--- src/rtl/bram_port_ctrl.sv ---
// bram_port_ctrl: credit-gated request front end for a one-cycle-latency BRAM port,
// with an in-order read response FIFO.
module bram_port_ctrl #(
    parameter int RAM_WIDTH = 32,
    parameter int RAM_DEPTH = 128,
    parameter int RSP_DEPTH = 4,
    localparam int AW = $clog2(RAM_DEPTH)
) (
    input  logic                 CLK,
    input  logic                 RSTn,
    input  logic                 i_req_valid,
    output logic                 o_req_ready,
    input  logic                 i_req_we,
    input  logic [AW-1:0]        i_req_addr,
    input  logic [RAM_WIDTH-1:0] i_req_wdata,
    output logic                 o_rsp_valid,
    input  logic                 i_rsp_ready,
    output logic [RAM_WIDTH-1:0] o_rsp_rdata,
    output logic                 o_bram_we,
    output logic [AW-1:0]        o_bram_addr,
    output logic [RAM_WIDTH-1:0] o_bram_din,
    input  logic [RAM_WIDTH-1:0] i_bram_dout,
    output logic                 o_idle
);
    localparam int PW = $clog2(RSP_DEPTH);
    localparam int CW = $clog2(RSP_DEPTH + 1);

    logic [CW-1:0]        r_credit;
    logic [PW:0]          r_wp, r_rp;
    logic [RAM_WIDTH-1:0] r_mem [RSP_DEPTH];
    logic                 r_tag0, r_tag1;
    logic                 r_bram_we;
    logic [AW-1:0]        r_bram_addr;
    logic [RAM_WIDTH-1:0] r_bram_din;
    logic                 w_acc, w_rd_acc, w_pop;

    // credit counts reads in flight plus buffered responses, so a push always has room
    assign o_req_ready = RSTn && (r_credit < CW'(RSP_DEPTH));
    assign w_acc       = i_req_valid && o_req_ready;
    assign w_rd_acc    = w_acc && !i_req_we;
    assign o_rsp_valid = (r_wp != r_rp);
    assign w_pop       = o_rsp_valid && i_rsp_ready;
    assign o_rsp_rdata = o_rsp_valid ? r_mem[r_rp[PW-1:0]] : '0;
    assign o_bram_we   = r_bram_we;
    assign o_bram_addr = r_bram_addr;
    assign o_bram_din  = r_bram_din;
    assign o_idle      = (r_credit == '0) && !r_bram_we;

    always_ff @(posedge CLK or negedge RSTn) begin
        if (!RSTn) begin
            r_credit    <= '0;
            r_wp        <= '0;
            r_rp        <= '0;
            r_tag0      <= 1'b0;
            r_tag1      <= 1'b0;
            r_bram_we   <= 1'b0;
            r_bram_addr <= '0;
            r_bram_din  <= '0;
        end else begin
            r_credit  <= r_credit + CW'(w_rd_acc) - CW'(w_pop);
            r_tag0    <= w_rd_acc;
            r_tag1    <= r_tag0;
            r_bram_we <= w_acc && i_req_we;
            if (w_acc) begin
                r_bram_addr <= i_req_addr;
                r_bram_din  <= i_req_wdata;
            end
            if (r_tag1) r_wp <= r_wp + 1'b1;
            if (w_pop) r_rp <= r_rp + 1'b1;
        end
    end

    always_ff @(posedge CLK) begin
        if (r_tag1) r_mem[r_wp[PW-1:0]] <= i_bram_dout;
    end
endmodule

--- config.mk ---
export PLATFORM = sky130hd
export DESIGN_NAME = bram_port_ctrl
export DESIGN_NICKNAME = d
export VERILOG_FILES = /design/src/rtl/bram_port_ctrl.sv
export SDC_FILE = /design/constraint.sdc
export NUM_CORES = 1
export LEC_CHECK = 0
export ABC_AREA = 1
export CAP_MARGIN = 20
export CORE_ASPECT_RATIO = 0.75
export CORE_UTILIZATION = 43
export CTS_BUF_LIST = sky130_fd_sc_hd__clkbuf_4
export CTS_CLUSTER_SIZE = 24
export DETAILED_ROUTE_END_ITERATION = 10
export DONT_BUFFER_PORTS = 1
export PLACE_DENSITY_LB_ADDON = 0.2
export SYNTH_ARGS = -nofsm -noshare
export SYNTH_HDL_FRONTEND = slang
export SYNTH_SLANG_ARGS = --single-unit
--- constraint.sdc ---
create_clock -name CLK -period 2.6 [get_ports CLK]
set_clock_uncertainty 0.15 [all_clocks]
set_input_delay 0.39 -clock CLK [delete_from_list [all_inputs] [get_ports CLK]]
set_output_delay 0.39 -clock CLK [all_outputs]
set_load 0.005 [all_outputs]
==> results of run 1 <==
## Yosys cell counts, drive strengths merged
cell type,n
a21oi,32
buf,16
clkbuf,21
dfrtp,51
edfxtp,128
fa,1
ha,7
inv,18
nand2,97
nand3,43
nor2,131
nor4,1
o21ai,65
xnor2,2
xor2,4
## cell families (layout without fill, tap and decap cells)
group / after synthesis / in the layout / synth area share
flops: 179 / 179 / 0.7084
fa+ha+maj: 8 / 8 / 0.01489
xor+xnor: 6 / 6 / 0.007271
compound gates: 97 / 97 / 0.08276
simple gates: 272 / 272 / 0.1498
other cells: 0 / 1 / 0
buf+inv: 55 / 185 / 0.03688
## power groups by stage
stage / combinational, W / sequential, W / clock [W]
after floorplan: 0.00217 / 0.00384 / 0
after global placement: 0.00272 / 0.00395 / 0
after detailed placement: 0.00277 / 0.00397 / 0
after CTS: 0.00302 / 0.00391 / 0.00163
after global routing: 0.00353 / 0.00396 / 0.00177
final: 0.00314 / 0.00392 / 0.00160
## flip-flops by register name, indices dropped and copies added (netlist names), 3 cells and up
name         cells
o_bram_addr      7
o_bram_din      32
r_credit         3
r_mem          128
r_rp             3
r_wp             3
## metrics by stage
step | hold WS [ns] | setup slack, ns | power (W) | instances | util
finish | 0.1656 | 0.1013 | 0.008657 | 958 | 0.5536
CTS | 0.001539 | 0.03018 | 0.008568 | 952 | 0.5487
floorplan | -0.05559 | 0.3337 | 0.006018 | 617 | -
global route | 0.1275 | 0.001590 | 0.009260 | 958 | 0.5536
detailed placement | -0.05494 | 0.3619 | 0.006743 | 807 | 0.4585
global placement | -0.05470 | 0.4031 | 0.006670 | 807 | 0.4585
## layer usage
metal,vias to the layer above,wire length (um),GRT usage
met5,-,0,0
met3,29,996,0.06693
li1,2331,-,-
met4,0,348,0.07327
met2,138,7972,0.3288
met1,2334,6900,0.2443
## tightest hold or removal path: stages
cell and delay [ns]:
nand2_1 0.05, buf_4 0.26, nor2_1 0.12
## final timing paths
kind,endpoint
setup / recovery,r_credit[2]
hold / removal,o_bram_we
setup reg to reg,r_credit[2]
hold reg to reg,r_tag1
max in group asynchronous,r_credit[1]
min in group asynchronous,o_bram_din[26]
## timing repair
action	4_1_cts	5_1_grt
buffers inserted	1	4
resized for setup	4	9
hold endpoints to repair	223	1
gates cloned	0	0
hold buffers	112	1
endpoints found under the setup margin	32	29
## cell type report
type                            instances  area, um^2
Multi-Input combinational cell        383        1843
Clock inverter                         14       158.9
Inverter                               18       83.83
Fill cell                            1339        7238
Tap cell                              210       262.8
Antenna cell                            1       2.502
Clock buffer                           18       135.1
Timing Repair Buffer                  135        1370
Sequential cell                       179        5121
==> results_dict.tcl, run 1 <==
set metrics [dict create \
    status "finished clean" \
    critical-path-max-stage-delay_ns 0.59 \
    mostFrequentLayoutCell "nor2_1" \
    finalCritPeriodShare 0.9610 \
    placed_area_um2 7435 \
    cts_buffers 17 \
    fp-row-count 40 \
    synth_top_area_frac 0.5319 \
    die_x_um 151.7 \
    slowest_stage "dlygate4sd3_1" \
    tightest_slew_ns 0.5065 \
    path_max_fanout 52 \
    whs_path_depth 3 \
    max_freq_mhz 400.2 \
    die_area_um2 17330 \
    ant_nets 0 \
    clk-insertion-delay-late_ns 0.54 \
    arrival_ns 2.79 \
    grt_pass1_vias 4925 \
    synth_area_leader_cell "edfxtp_1" \
    switching_share 0.3765 \
    ioPinCount 151 \
    nets 818 \
    area_delta_synth_final_pct 24.22 \
    hpwl_um 9209 \
    path_delay_family "buffers and inverters" \
    final_cell_mix "nor2_1 (130), edfxtp_1 (128), dlygate4sd3_1 (111)" \
    clockBufferDepth 2 \
    p_comb_frac 0.362 \
    cap_violations 0 \
    netlist_instances 617 \
    coreArea_um2 16220 \
    p_leak_nw 3.410 \
    initial_core_util 0.4457 \
    crit_buf_inv 5 \
    pwr-share-seq 0.452 \
    p_per_area_nw_per_um2 964.4 \
    setup_tns_ns 0 \
    gp_congestion 0.7980 \
    cp.required_ns 2.89 \
    path_class "input pin to register" \
    grt_max_degree 66 \
    port_buffers 0 \
    vias 4832 \
    cts_tree "yes" \
    drc 0 \
    crit_path_cell_trace "dlygate4sd3_1 > clkbuf_16 > inv_1 > nor2_2 > nand2_1 > nor2_1 > inv_1 > ha_1 > inv_1 > ha_1 > fa_1 > xor2_1" \
    finalInstanceArea_um2 8977 \
    h-tree-depth 4 \
    yosysSeqAreaShare 0.7084 \
    ctsRootBufferMaster "clkbuf_4" \
    ys_top_cells_by_area "edfxtp_1 (53%), dfrtp_1 (18%), nor2_1 (6.8%)" \
    cts_sinks 179 \
    grt.overflow.total 0 \
    r2r_start "r_wp[0]" \
    cp.depth 12 \
    netlist-cell-type-count 21 \
    cp-startpoint "RSTn" \
    period_needed_ns 2.499 \
    vdd_drop_max_mv 0.4549 \
    grt_pass1_wl_um 25650 \
    rsz0062_at_grt "false" \
    relSlewSlack 0.6623 \
    synth_nets 701 \
    wirelength_um 16220 \
    hold_viol_final 0 \
    ys_warn_count 0 \
    reg2reg_slack_ns 0.36 \
    antenna_found_initial 1 \
    syn_area_um2 7227 \
    drt_iter0_drc 366 \
    switchingPower_w 0.003260 \
    p_int_w 0.005397 \
    ys_ff_latch 179 \
    avgViaCountPerCell 5.044 \
    hold_path.class "input pin to register" \
    wl_per_cell_um 16.93 \
    drive_gt1_frac 0.1218 \
    reg2reg_depth 11 \
    hp-start "i_req_valid" \
    first_pass_iters 5 \
    clk_pin_slew_worst_paths_ns 0.14 \
    crit_top_cell "inv_1" \
    worstSetupEndpointType "register" \
    track_usage 0.1998 \
    setup_viol 0 \
    fp.dieH_um 114.3 \
    syn_area_per_cell_um2 11.71 \
    drv_slew 0 \
    startpoint_type "input pin" \
    p_clk_frac 0.185 \
]
Power figures use the tool's default switching activity.
==> run 2: changes to the inputs <==
--- a/config.mk
+++ b/config.mk
@@ -6,14 +6,14 @@
 export NUM_CORES = 1
 export LEC_CHECK = 0
 export ABC_AREA = 1
+export BUFFER_PORTS_ARGS = -buffer_cell sky130_fd_sc_hd__buf_2
 export CAP_MARGIN = 20
 export CORE_ASPECT_RATIO = 0.75
 export CORE_UTILIZATION = 43
 export CTS_BUF_LIST = sky130_fd_sc_hd__clkbuf_4
 export CTS_CLUSTER_SIZE = 24
 export DETAILED_ROUTE_END_ITERATION = 10
-export DONT_BUFFER_PORTS = 1
-export PLACE_DENSITY_LB_ADDON = 0.2
+export PLACE_DENSITY_LB_ADDON = 0.15
 export SYNTH_ARGS = -nofsm -noshare
 export SYNTH_HDL_FRONTEND = slang
 export SYNTH_SLANG_ARGS = --single-unit
==> run 2 against run 1 <==
Net effect:
- global-route usage is 0.35 points higher
- register-to-register slack worse by 0.13 ns
- cell count is 12% higher
- critical path depth is 4 lower
- maximum frequency is 0.91% higher
- first-iteration DRC count is 16% lower
- setup slack better by 0.022 ns
- wire length is 3.0% higher
- clock power is 4% higher
- die area stayed put
- sequential power is 3% lower
- hold slack better by 0.062 ns
- critical path type is now register to primary output
- largest cell class unchanged
- highest routed layer unchanged
==> results_dict.tcl, run 2 (synthesis gave the netlist of run 1 again) <==
set metrics [dict create \
    drive_gt1_frac 0.2846 \
    p_clk_frac 0.177 \
    cap_violations 0 \
    period_needed_ns 2.476 \
    grt_pass1_vias 5102 \
    die_x_um 151.7 \
    cp.required_ns 2.06 \
    cts_buffers 17 \
    wl_per_cell_um 15.58 \
    switchingPower_w 0.003392 \
    drv_slew 0 \
    fp.dieH_um 114.3 \
    clk_pin_slew_worst_paths_ns 0.13 \
    avgViaCountPerCell 4.848 \
    finalInstanceArea_um2 9425 \
    max_freq_mhz 403.8 \
    grt.overflow.total 0 \
    die_area_um2 17330 \
    hold_viol_final 0 \
    h-tree-depth 4 \
    track_usage 0.2032 \
    grt_max_degree 66 \
    drt_iter0_drc 308 \
    finalCritPeriodShare 0.9524 \
    worstSetupEndpointType "primary output" \
    rsz0062_at_grt "true" \
    largest_reg_flops 128 \
    fp-row-count 40 \
    status "finished clean" \
    pwr-share-seq 0.404 \
    area_delta_synth_final_pct 30.42 \
    gp_congestion 0.8051 \
    switching_share 0.3598 \
    p_per_area_nw_per_um2 1000 \
    cts_tree "yes" \
    clk-insertion-delay-late_ns 0.54 \
    cts_sinks 179 \
    p_comb_frac 0.420 \
    wirelength_um 16710 \
    ctsRootBufferMaster "clkbuf_4" \
    antenna_found_initial 1 \
    placed_area_um2 8190 \
    first_pass_iters 5 \
    path_class "register to primary output" \
    p_leak_nw 3.971 \
    hold_path.class "register to register" \
    mostFrequentLayoutCell "buf_2" \
    ioPinCount 151 \
    final_cell_mix "buf_2 (150), edfxtp_1 (128), nor2_1 (127)" \
    nets 933 \
    arrival_ns 1.94 \
    grt_pass1_wl_um 26010 \
    ant_nets 0 \
    final_util 0.5813 \
    dp.cells 956 \
    tightest_slew_ns 0.6453 \
    p_int_w 0.006035 \
    vdd_drop_max_mv 0.4941 \
    relSlewSlack 0.5698 \
    hold_slack_ns 0.2277 \
    initial_core_util 0.4457 \
    vias 5197 \
    path_max_fanout 16 \
    port_buffers 150 \
    layout.cells.non_filler 1072 \
    coreArea_um2 16220 \
    clockBufferDepth 2 \
    hpwl_um 9591 \
    drc 0 \
    setup_viol 0 \
    startpoint_type "register" \
]
## run 2: cell count changes in the layout (fill, tap and decap cells not counted), moves of 2 or more
cell / previous run / this run
dfrtp_1: 50 / 48
clkinvlp_2: 2 / 0
o21ai_1: 11 / 19
dlygate4sd3_1: 111 / 75
clkinvlp_4: 1 / 3
nor2_2: 1 / 4
inv_6: 3 / 1
dfrtp_2: 1 / 3
buf_2: 0 / 150
buf_6: 3 / 1
nor2_1: 130 / 127
o21ai_0: 54 / 46
clkinv_1: 2 / 4
## run 2: critical path, cell delays in order (launching register included)
cell	delay, ns
dfrtp_2	0.46
inv_1	0.10
nand2_1	0.06
nand2_1	0.07
nand3_2	0.16
inv_4	0.14
buf_12	0.19
a21oi_1	0.08
buf_2	0.14
## run 2: worst paths after layout
check | startpoint | endpoint | slack, ns | cells after the start
setup / recovery | r_wp[0] | o_rsp_rdata[0] | 0.12 | 8
hold / removal | r_tag0 | r_tag1 | 0.23 | 0
setup reg to reg | r_wp[0] | r_credit[2] | 0.23 | 11
hold reg to reg | r_tag0 | r_tag1 | 0.23 | 0
max in group asynchronous | RSTn | r_wp[0] | 1.45 | 3
min in group asynchronous | RSTn | o_bram_din[1] | 0.38 | 3
## run 2: power groups by stage
stage                     Sequential [W]  Clock (W)  Combinational [W]
after floorplan                  0.00384          0            0.00217
after global placement           0.00383          0            0.00353
after detailed placement         0.00386          0            0.00359
after CTS                        0.00380    0.00171            0.00390
after global routing             0.00386    0.00182            0.00442
final                            0.00381    0.00166            0.00396
## run 2: metrics by stage
stage | worst slack, ns | setup TNS [ns] | total power (W)
3_5_place_dp | 0.2716 | 0 | 0.007445
5_1_grt | -0.02816 | -0.1959 | 0.01010
4_1_cts | 0.01068 | 0 | 0.009415
2_1_floorplan | 0.3337 | 0 | 0.006018
3_3_place_gp | 0.3444 | 0 | 0.007364
6_report | 0.1238 | 0 | 0.009428
## run 2: metal layers
metal,up-vias,GRT usage,wire [um]
li1,2554,-,-
met1,2479,0.2639,7495
met2,135,0.3303,8149
met3,29,0.04781,686
met4,0,0.07987,375
met5,-,0,0
## run 2: repair_timing
action,in CTS,in global routing
cloned,2,0
setup buffers,1,6
setup endpoints to repair,32,32
hold buffers,75,0
endpoints found under the hold margin,223,0
gates resized for setup,10,16
pin swaps,0,4
## run 2: layout make-up
type / count / area (um^2)
Fill cell: 1359 / 6790
Sequential cell: 179 / 5124
Inverter: 18 / 70.07
Clock inverter: 14 / 187.7
Multi-Input combinational cell: 383 / 1851
Clock buffer: 17 / 127.6
Tap cell: 210 / 262.8
Antenna cell: 1 / 2.502
Timing Repair Buffer: 250 / 1800
==> run 3: changes to the inputs <==
--- a/config.mk
+++ b/config.mk
@@ -14,6 +14,7 @@
 export CTS_CLUSTER_SIZE = 24
 export DETAILED_ROUTE_END_ITERATION = 10
 export PLACE_DENSITY_LB_ADDON = 0.15
+export REMOVE_ABC_BUFFERS = 1
 export SYNTH_ARGS = -nofsm -noshare
 export SYNTH_HDL_FRONTEND = slang
 export SYNTH_SLANG_ARGS = --single-unit
==> run 3 against run 2 <==
Net effect:
- non-clock buffer count decreased by 2
- setup slack gained 0.022 ns
- sequential share of layout area is essentially flat
- first-iteration DRC count shrank 2.3%
- critical path depth shrank 2
- clock power decreased by 9%
- critical path type unchanged
- critical endpoint is now o_rsp_rdata[15]
==> results_dict.tcl, run 3 (synthesis gave the netlist of run 1 again) <==
set metrics [dict create \
    fill_cells 1399 \
    hold_viol_final 0 \
    multiInputGateArea_um2 1858 \
    dp.cells 955 \
    p_int_w 0.005932 \
    setup_viol 0 \
    max_freq_mhz 407.4 \
    path_class "register to primary output" \
    final_util 0.5810 \
    fp.dieH_um 114.3 \
    vdd_drop_max_mv 0.5368 \
    cts_tree "yes" \
    layout_setup_ws_ns 0.1455 \
    place_ws_ns 0.2851 \
    die_area_um2 17330 \
    tightest_slew_ns 0.6456 \
    p_per_area_nw_per_um2 998.8 \
    drv_slew 0 \
    gp_congestion 0.7981 \
    crit_buf_inv 3 \
    die_x_um 151.7 \
    worstSetupEndpointType "primary output" \
    wirelength_um 17530 \
    port_buffers 150 \
    cp.required_ns 2.06 \
    status "finished clean" \
    busiest_layer "met2" \
    grt_pass1_vias 5366 \
    hpwl_um 9796 \
    p_clk_frac 0.160 \
    track_usage 0.2109 \
    finalInstanceArea_um2 9422 \
    slowest_stage "dfrtp_2" \
    clk_pin_slew_worst_paths_ns 0.13 \
    drive_gt1_frac 0.2767 \
    switchingPower_w 0.003479 \
    initial_core_util 0.4457 \
    ioPinCount 151 \
    layout.cells.non_filler 1071 \
    ctsRootBufferMaster "clkbuf_4" \
    critical-path-max-stage-delay_ns 0.48 \
    use_met3 0.05578 \
    cap_violations 0 \
    nets 931 \
    path_delay_family "buffers and inverters" \
    startpoint_type "register" \
    rsz0062_at_grt "true" \
    seq_area_um2 5122 \
    wl_per_cell_um 16.37 \
    period_needed_ns 2.454 \
    h-tree-depth 4 \
    drt_iter0_drc 301 \
    hold_path.class "register to register" \
    avgViaCountPerCell 4.951 \
    final_cell_mix "buf_2 (150), nor2_1 (130), edfxtp_1 (128)" \
    pwr-share-seq 0.406 \
    gr-usage-met1 0.2743 \
    cts_sinks 179 \
    vias 5302 \
    p_leak_nw 3.959 \
    placed_area_um2 8195 \
    p_comb_frac 0.434 \
    relSlewSlack 0.5696 \
    path_max_fanout 17 \
    clockBufferDepth 2 \
    crit_path_cell_trace "buf_4 > bufbuf_16 > nor2_1 > o21ai_0 > a21oi_2 > buf_2" \
    mostFrequentLayoutCell "buf_2" \
    grt.overflow.total 0 \
    grt_max_degree 66 \
    switching_share 0.3697 \
    fp-row-count 40 \
    finalCritPeriodShare 0.9440 \
    largest_reg_flops 128 \
    arrival_ns 1.91 \
    cts_buffers 17 \
    antenna_found_initial 1 \
    first_pass_iters 5 \
    grtUsageMet2 0.3391 \
    grt_pass1_wl_um 27250 \
    hold_slack_ns 0.2302 \
    drc 0 \
    ant_nets 0 \
    area_delta_synth_final_pct 30.37 \
    coreArea_um2 16220 \
    clk-insertion-delay-late_ns 0.55 \
]
==> run 3: cell count changes in the layout (fill, tap and decap cells not counted), moves of 2 or more <==
| cell | previous run | this run |
|---|---|---|
| clkinv_1 | 4 | 8 |
| nor2_1 | 127 | 130 |
| nor2_2 | 4 | 1 |
| bufinv_16 | 4 | 2 |
| buf_8 | 0 | 2 |
| buf_4 | 17 | 11 |
| clkbuf_16 | 0 | 2 |
| inv_6 | 1 | 3 |
==> run 3: per-layer routing <==
| metal | up-vias | wire length (um) |
|---|---|---|
| li1 | 2557 | - |
| met2 | 152 | 8400 |
| met4 | 0 | 463 |
| met5 | - | 0 |
| met3 | 37 | 873 |
| met1 | 2556 | 7789 |
==> run 3: final timing paths <==
kind	from	end	slack (ns)	depth (start not counted)
max	r_rp[1]	o_rsp_rdata[15]	0.15	6
min	r_tag0	r_tag1	0.23	0
max reg2reg	r_rp[0]	r_credit[2]	0.20	11
min reg2reg	r_tag0	r_tag1	0.23	0
max in group asynchronous	RSTn	r_rp[1]	1.49	3
min in group asynchronous	RSTn	o_bram_din[7]	0.34	3
==> run 3: power by group through the flow <==
stage          Combinational, W  Sequential (W)  Clock, W
6_report                0.00409         0.00382   0.00151
5_1_grt                 0.00455         0.00387   0.00169
4_1_cts                 0.00389         0.00380   0.00156
3_5_place_dp            0.00364         0.00385         0
3_3_place_gp            0.00358         0.00382         0
2_1_floorplan           0.00180         0.00399         0
==> run 3: per-stage QoR <==
step	setup TNS, ns	power (W)
after floorplan	-53.64	0.005787
after global placement	0	0.007405
after detailed placement	0	0.007487
after CTS	0	0.009247
after global routing	-0.1255	0.01010
final	0	0.009410
==> run 3: area by class of cell <==
type	count	share of cell area
repair buffers	248	0.1940
multi-input cells	383	0.1972
well taps	210	0.02789
clock buffers	18	0.01434
diodes	1	0.0002656
flip-flops and latches	179	0.5437
inverters	18	0.008234
clock inverters	14	0.01434
==> run 3: what timing repair did <==
item / in CTS / in global routing
setup buffers: 2 / 3
pin swaps: 0 / 4
hold endpoints to repair: 223 / 0
hold buffers: 75 / 0
cloned: 1 / 2
resized for setup: 11 / 17
setup endpoints to repair: 32 / 32
